--- config.mk ---
export PLATFORM = sky130hd
export DESIGN_NAME = hilo_ctrl
export DESIGN_NICKNAME = d
export VERILOG_FILES = /design/src/rtl/hilo_ctrl.sv
export SDC_FILE = /design/constraint.sdc
export NUM_CORES = 1
export LEC_CHECK = 0
export BUFFER_PORTS_ARGS = -buffer_cell sky130_fd_sc_hd__buf_2
export CAP_MARGIN = 25
export CORE_ASPECT_RATIO = 0.6
export CORE_MARGIN = 1
export CORE_UTILIZATION = 58
export DETAILED_ROUTE_END_ITERATION = 16
export HOLD_SLACK_MARGIN = 0.1
export PLACE_DENSITY = 0.84
export SETUP_SLACK_MARGIN = 0.5
export SYNTH_ARGS = -nofsm -noshare
export SYNTH_HDL_FRONTEND = slang
export SYNTH_SLANG_ARGS = --single-unit
--- constraint.sdc ---
create_clock -name Clock -period 15.1 [get_ports Clock]
set_input_delay 2.265 -clock Clock [delete_from_list [all_inputs] [get_ports Clock]]
set_output_delay 2.265 -clock Clock [all_outputs]
set_load 0.01 [all_outputs]
--- src/rtl/hilo_ctrl.sv ---
// HI/LO register pair with multiply sequencing: issues operands and a start pulse
// to the Booth multiplier, stalls until it finishes, then commits the product.
module hilo_ctrl #(
  parameter int TIMEOUT = 40
) (
  input  logic        Clock,
  input  logic        Reset,
  input  logic        op_valid,
  input  logic [1:0]  op,
  input  logic [31:0] rs_val,
  input  logic [31:0] rt_val,
  output logic        w_MultStart,
  output logic [31:0] w_A,
  output logic [31:0] w_B,
  input  logic        w_MultStop,
  input  logic [31:0] w_MULTHI,
  input  logic [31:0] w_MULTLO,
  output logic [31:0] hi,
  output logic [31:0] lo,
  output logic        busy,
  output logic        done,
  output logic        err
);

  typedef enum logic [1:0] {
    S_IDLE,
    S_START,
    S_WAIT,
    S_WRITE
  } state_t;

  localparam logic [1:0] OP_MULTU = 2'b01;
  localparam logic [1:0] OP_MTHI  = 2'b10;
  localparam logic [1:0] OP_MTLO  = 2'b11;

  localparam int            CW      = $clog2(TIMEOUT + 1);
  localparam logic [CW-1:0] CNT_MAX = CW'(TIMEOUT);
  localparam logic [CW-1:0] CNT_ONE = CW'(1);

  state_t        state;
  logic [CW-1:0] cnt;
  logic          is_unsigned;
  logic [31:0]   corr;

  // Turns the signed high word into the unsigned one: add the operand once for
  // each operand whose top bit the signed multiplier treated as negative.
  always_comb begin
    // NOTE: every combinational output gets a default first, so no path can infer a latch.
    corr = '0;
    if (is_unsigned) begin
      corr = (w_A[31] ? w_B : 32'd0) + (w_B[31] ? w_A : 32'd0);
    end
  end

  // NOTE: sequential state uses non-blocking assignments so every register sees pre-edge values.
  always_ff @(posedge Clock or posedge Reset) begin
    if (Reset) begin
      state       <= S_IDLE;
      cnt         <= '0;
      is_unsigned <= 1'b0;
      w_MultStart <= 1'b0;
      w_A         <= '0;
      w_B         <= '0;
      hi          <= '0;
      lo          <= '0;
      busy        <= 1'b0;
      done        <= 1'b0;
      err         <= 1'b0;
    end else begin
      w_MultStart <= 1'b0;
      done        <= 1'b0;
      unique case (state)
        S_IDLE: begin
          if (op_valid) begin
            case (op)
              OP_MTHI: hi <= rs_val;
              OP_MTLO: lo <= rs_val;
              default: begin
                w_A         <= rs_val;
                w_B         <= rt_val;
                is_unsigned <= (op == OP_MULTU);
                w_MultStart <= 1'b1;
                busy        <= 1'b1;
                state       <= S_START;
              end
            endcase
          end
        end
        S_START: begin
          cnt   <= '0;
          state <= S_WAIT;
        end
        S_WAIT: begin
          cnt <= cnt + CNT_ONE;
          // A stop arriving on the last allowed cycle still counts as success.
          if (w_MultStop) begin
            state <= S_WRITE;
          end else if (cnt + CNT_ONE == CNT_MAX) begin
            err   <= 1'b1;
            busy  <= 1'b0;
            state <= S_IDLE;
          end
        end
        S_WRITE: begin
          lo    <= w_MULTLO;
          hi    <= w_MULTHI + corr;
          done  <= 1'b1;
          busy  <= 1'b0;
          state <= S_IDLE;
        end
      endcase
    end
  end

endmodule

==> results.py <==
metrics = {
    "place": {
        "gp_congestion": 0.959,
        "io_buffers": 265,
        "dp_hpwl_um": 21500,
    },
    "clock_network": {
        "cts_buffers": 17,
        "post_cts_resized": 0,
        "cts_max_level": 4,
        "root_buffer": "clkbuf_16",
        "cts_tree": "yes",
        "hold_buffers": 0,
        "clkLatencyLatePin_ns": 0.42,
        "postCtsSetupBuffers": 0,
        "clock_sinks": 141,
        "cts.reportedPaths.clkPinSlew_ns": 0.06,
        "cts_buffer_depth": 2,
    },
    "floorplan": {
        "std_cell_rows": 35,
        "start_util_pct": 60.8,
        "core-area_um2": 15800,
        "die_width_um": 168,
        "die_h_um": 102,
        "io_pins": 266,
        "die_area_um2": 17100,
    },
    "power_and_ir_drop": {
        "p_switching_w": 0.00106,
        "switching_share_pct": 44.6,
        "ir_worst_vdd_uv": 101,
        "seqPwrFrac_pct": 29.7,
        "clockPowerShare_pct": 19.1,
        "powerDensity_nw_per_um2": 204,
        "power_frac_comb_pct": 51.2,
        "p_int_w": 0.00132,
        "p_leak_nw": 6.11,
    },
    "yosys": {
        "yosys.cell_types.count": 64,
        "synth-edff-count": 0,
        "synth_top_area_cell": "dfrtp_1",
        "async_reset_ff_share_pct": 100,
        "synth.yosys.seq_area_share_pct": 36.8,
        "syn-cell-area_um2": 9590,
        "synthCells": 1182,
        "synth_top_cell_area_share_pct": 36.8,
        "syn_area_per_cell_um2": 8.12,
        "yosys_warnings": 0,
        "ys_ff_latch": 141,
        "synthFlopType": "dfrtp_1",
        "syn-num-nets": 1386,
        "netlist_top_cells_area": "dfrtp_1, nand2_1, ha_1",
    },
    "sta": {
        "fin_skew_ns": 0.0109,
        "finalCriticalPeriod_ns": 5.68,
        "tightest_slew_ns": 0.992,
        "maxSlewViolCount": 0,
        "fmax_mhz": 176,
        "setup-tns-final_ns": 0,
        "rsz0062_at_grt": "false",
        "relSlewSlack_pct": 33.8,
        "setup_viol": 0,
        "fin_crit_sh_pct": 37.6,
        "hold_violations": 0,
    },
    "critical_path": {
        "path_max_fanout": 33,
        "r2r_slack_ns": 9.42,
        "startpoint_type": "flip-flop",
        "required_ns": 15.45,
        "endpoint_kind": "flip-flop",
        "r2r-end": "hi[24]",
        "worstReg2RegStart": "w_B[31]",
        "cp_data_arrival_time_ns": 6.03,
        "critPathKind": "flip-flop to flip-flop",
        "reg2reg_depth": 22,
    },
    "global_route": {
        "grt_usage_pct": 34.4,
        "grt_max_degree": 80,
        "grt_pass1_vias": 9014,
        "antenna_found_initial": 2,
        "grt_overflow": 0,
        "grt_pass1_wl_um": 46100,
    },
    "route": {
        "first_iter_violations": 855,
        "routed_wl_um": 28700,
        "routedWlPerCell_um": 17.5,
        "drc_errors": 0,
        "ant_nets": 0,
        "vias_per_cell": 5.80,
        "first_pass_iters": 5,
        "vias": 9522,
    },
    "layout": {
        "fill_cells": 1240,
        "multi_input_area_um2": 5790,
        "area_growth_pct": 22.2,
        "final_cell_mix": "buf_2, nand2_1, dfrtp_1",
        "nNetsFinal": 1628,
        "finish.utilization_pct": 74.4,
        "drive_above_1_share_pct": 22.8,
        "seq_area_um2": 3530,
        "mostFrequentLayoutCell": "buf_2",
    },
    "outcome": {
        "outcome": "finished, final reports clean",
    },
    "worst_hold_path": {
        "hold_path.startpoint": "err",
        "holdPathStages": 2,
        "hold_path_class": "flip-flop to flip-flop",
        "hold_end": "err",
    },
    "run": {
        "maxCapViolations": 0,
    },
}
-- cell type report --
type,count,area share [%]
Multi-Input combinational cell,961,49.4
Sequential cell,141,30.1
Timing Repair Buffer,272,11.9
Clock buffer,20,3.81
Tap cell,203,2.17
Clock inverter,12,1.57
Inverter,31,1.04
Antenna cell,1,0.0213
-- per-stage QoR --
| step | area [µm²] | setup WS [ns] | total power, W | cells | hold slack [ns] |
|---|---|---|---|---|---|
| 2_1_floorplan | 9590 | 9.05 | 0.00150 | 1182 | 0.452 |
| 4_1_cts | 11700 | 9.49 | 0.00238 | 1639 | 0.464 |
| 5_1_grt | 11700 | 8.94 | 0.00257 | 1640 | 0.490 |
| 3_3_place_gp | 11100 | 9.62 | 0.00188 | 1607 | 0.452 |
| 3_5_place_dp | 11100 | 9.48 | 0.00191 | 1607 | 0.449 |
| 6_report | 11700 | 9.42 | 0.00239 | 1641 | 0.459 |
-- routing by layer --
layer | global-route usage [%] | vias up | wire length [µm]
met5 | 0 | - | 0
met3 | 6.80 | 40 | 2330
met2 | 56.4 | 429 | 13300
li1 | - | 4548 | -
met4 | 8.61 | 0 | 466
met1 | 47.3 | 4505 | 12600
-- cells by family (layout without fill, tap and decap cells) --
logic type / count (synthesis) / after routing / share of synthesized area, %
xor gates and xnor gates: 44 / 44 / 4.02
AOI/OAI and AO/OA: 298 / 298 / 19.7
other: 0 / 1 / 0
buffers and inverters: 80 / 335 / 3.13
and+or+nand+nor: 533 / 533 / 25.4
adders and majority gates: 70 / 70 / 9.29
muxes: 16 / 16 / 1.68
DFF: 141 / 141 / 36.8
-- synth_stat cells (all sizes together) (24+ instances only) --
master,count
a21o,37
a21oi,125
and2,67
clkbuf,42
dfrtp,141
ha,68
inv,30
nand2,256
nand3,24
nor2,97
nor2b,28
o21ai,72
-- power groups by stage --
stage | logic (W) | clock network [W] | registers (W)
after floorplan | 0.000758 | 0 | 0.000739
after global placement | 0.00118 | 0 | 0.000703
after detailed placement | 0.00120 | 0 | 0.000707
after CTS | 0.00121 | 0.000459 | 0.000704
after global routing | 0.00136 | 0.000478 | 0.000727
final | 0.00122 | 0.000457 | 0.000708
-- worst max-delay path by stage --
stage	start	to	depth (start not counted)
6_report	w_B[31]	hi[24]	22
5_1_grt	w_A[31]	hi[28]	23
4_1_cts	w_B[31]	hi[24]	22
3_5_place_dp	w_B[31]	hi[24]	23
3_3_place_gp	w_B[31]	hi[28]	23
2_1_floorplan	Reset	busy	1
-- state kept, by name, summed over array words and instances (netlist names) --
signal / count
done: 1
hi: 32
cnt: 6
w_MultStart: 1
w_B: 32
w_A: 32
busy: 1
state: 2
lo: 32
err: 1
is_unsigned: 1
-- worst max-delay path, cell delays in order, from the launching register on --
cell	delay [ns]
dfrtp_1	0.90
and2_1	0.25
ha_1	0.30
a21o_1	0.18
a21o_1	0.19
a211oi_1	0.31
nor2_1	0.11
o31ai_1	0.22
a21boi_0	0.16
o41ai_1	0.50
xnor2_1	0.18
nor2_1	0.06
ha_1	0.35
nand2_1	0.11
nor3_1	0.05
nand2_1	0.14
nor3b_1	0.10
a2111oi_4	0.32
o31ai_4	0.16
a41oi_4	0.34
a21boi_1	0.12
or4b_1	0.47
nand3_1	0.09
Note: power is estimated with default switching activity, not from simulation.
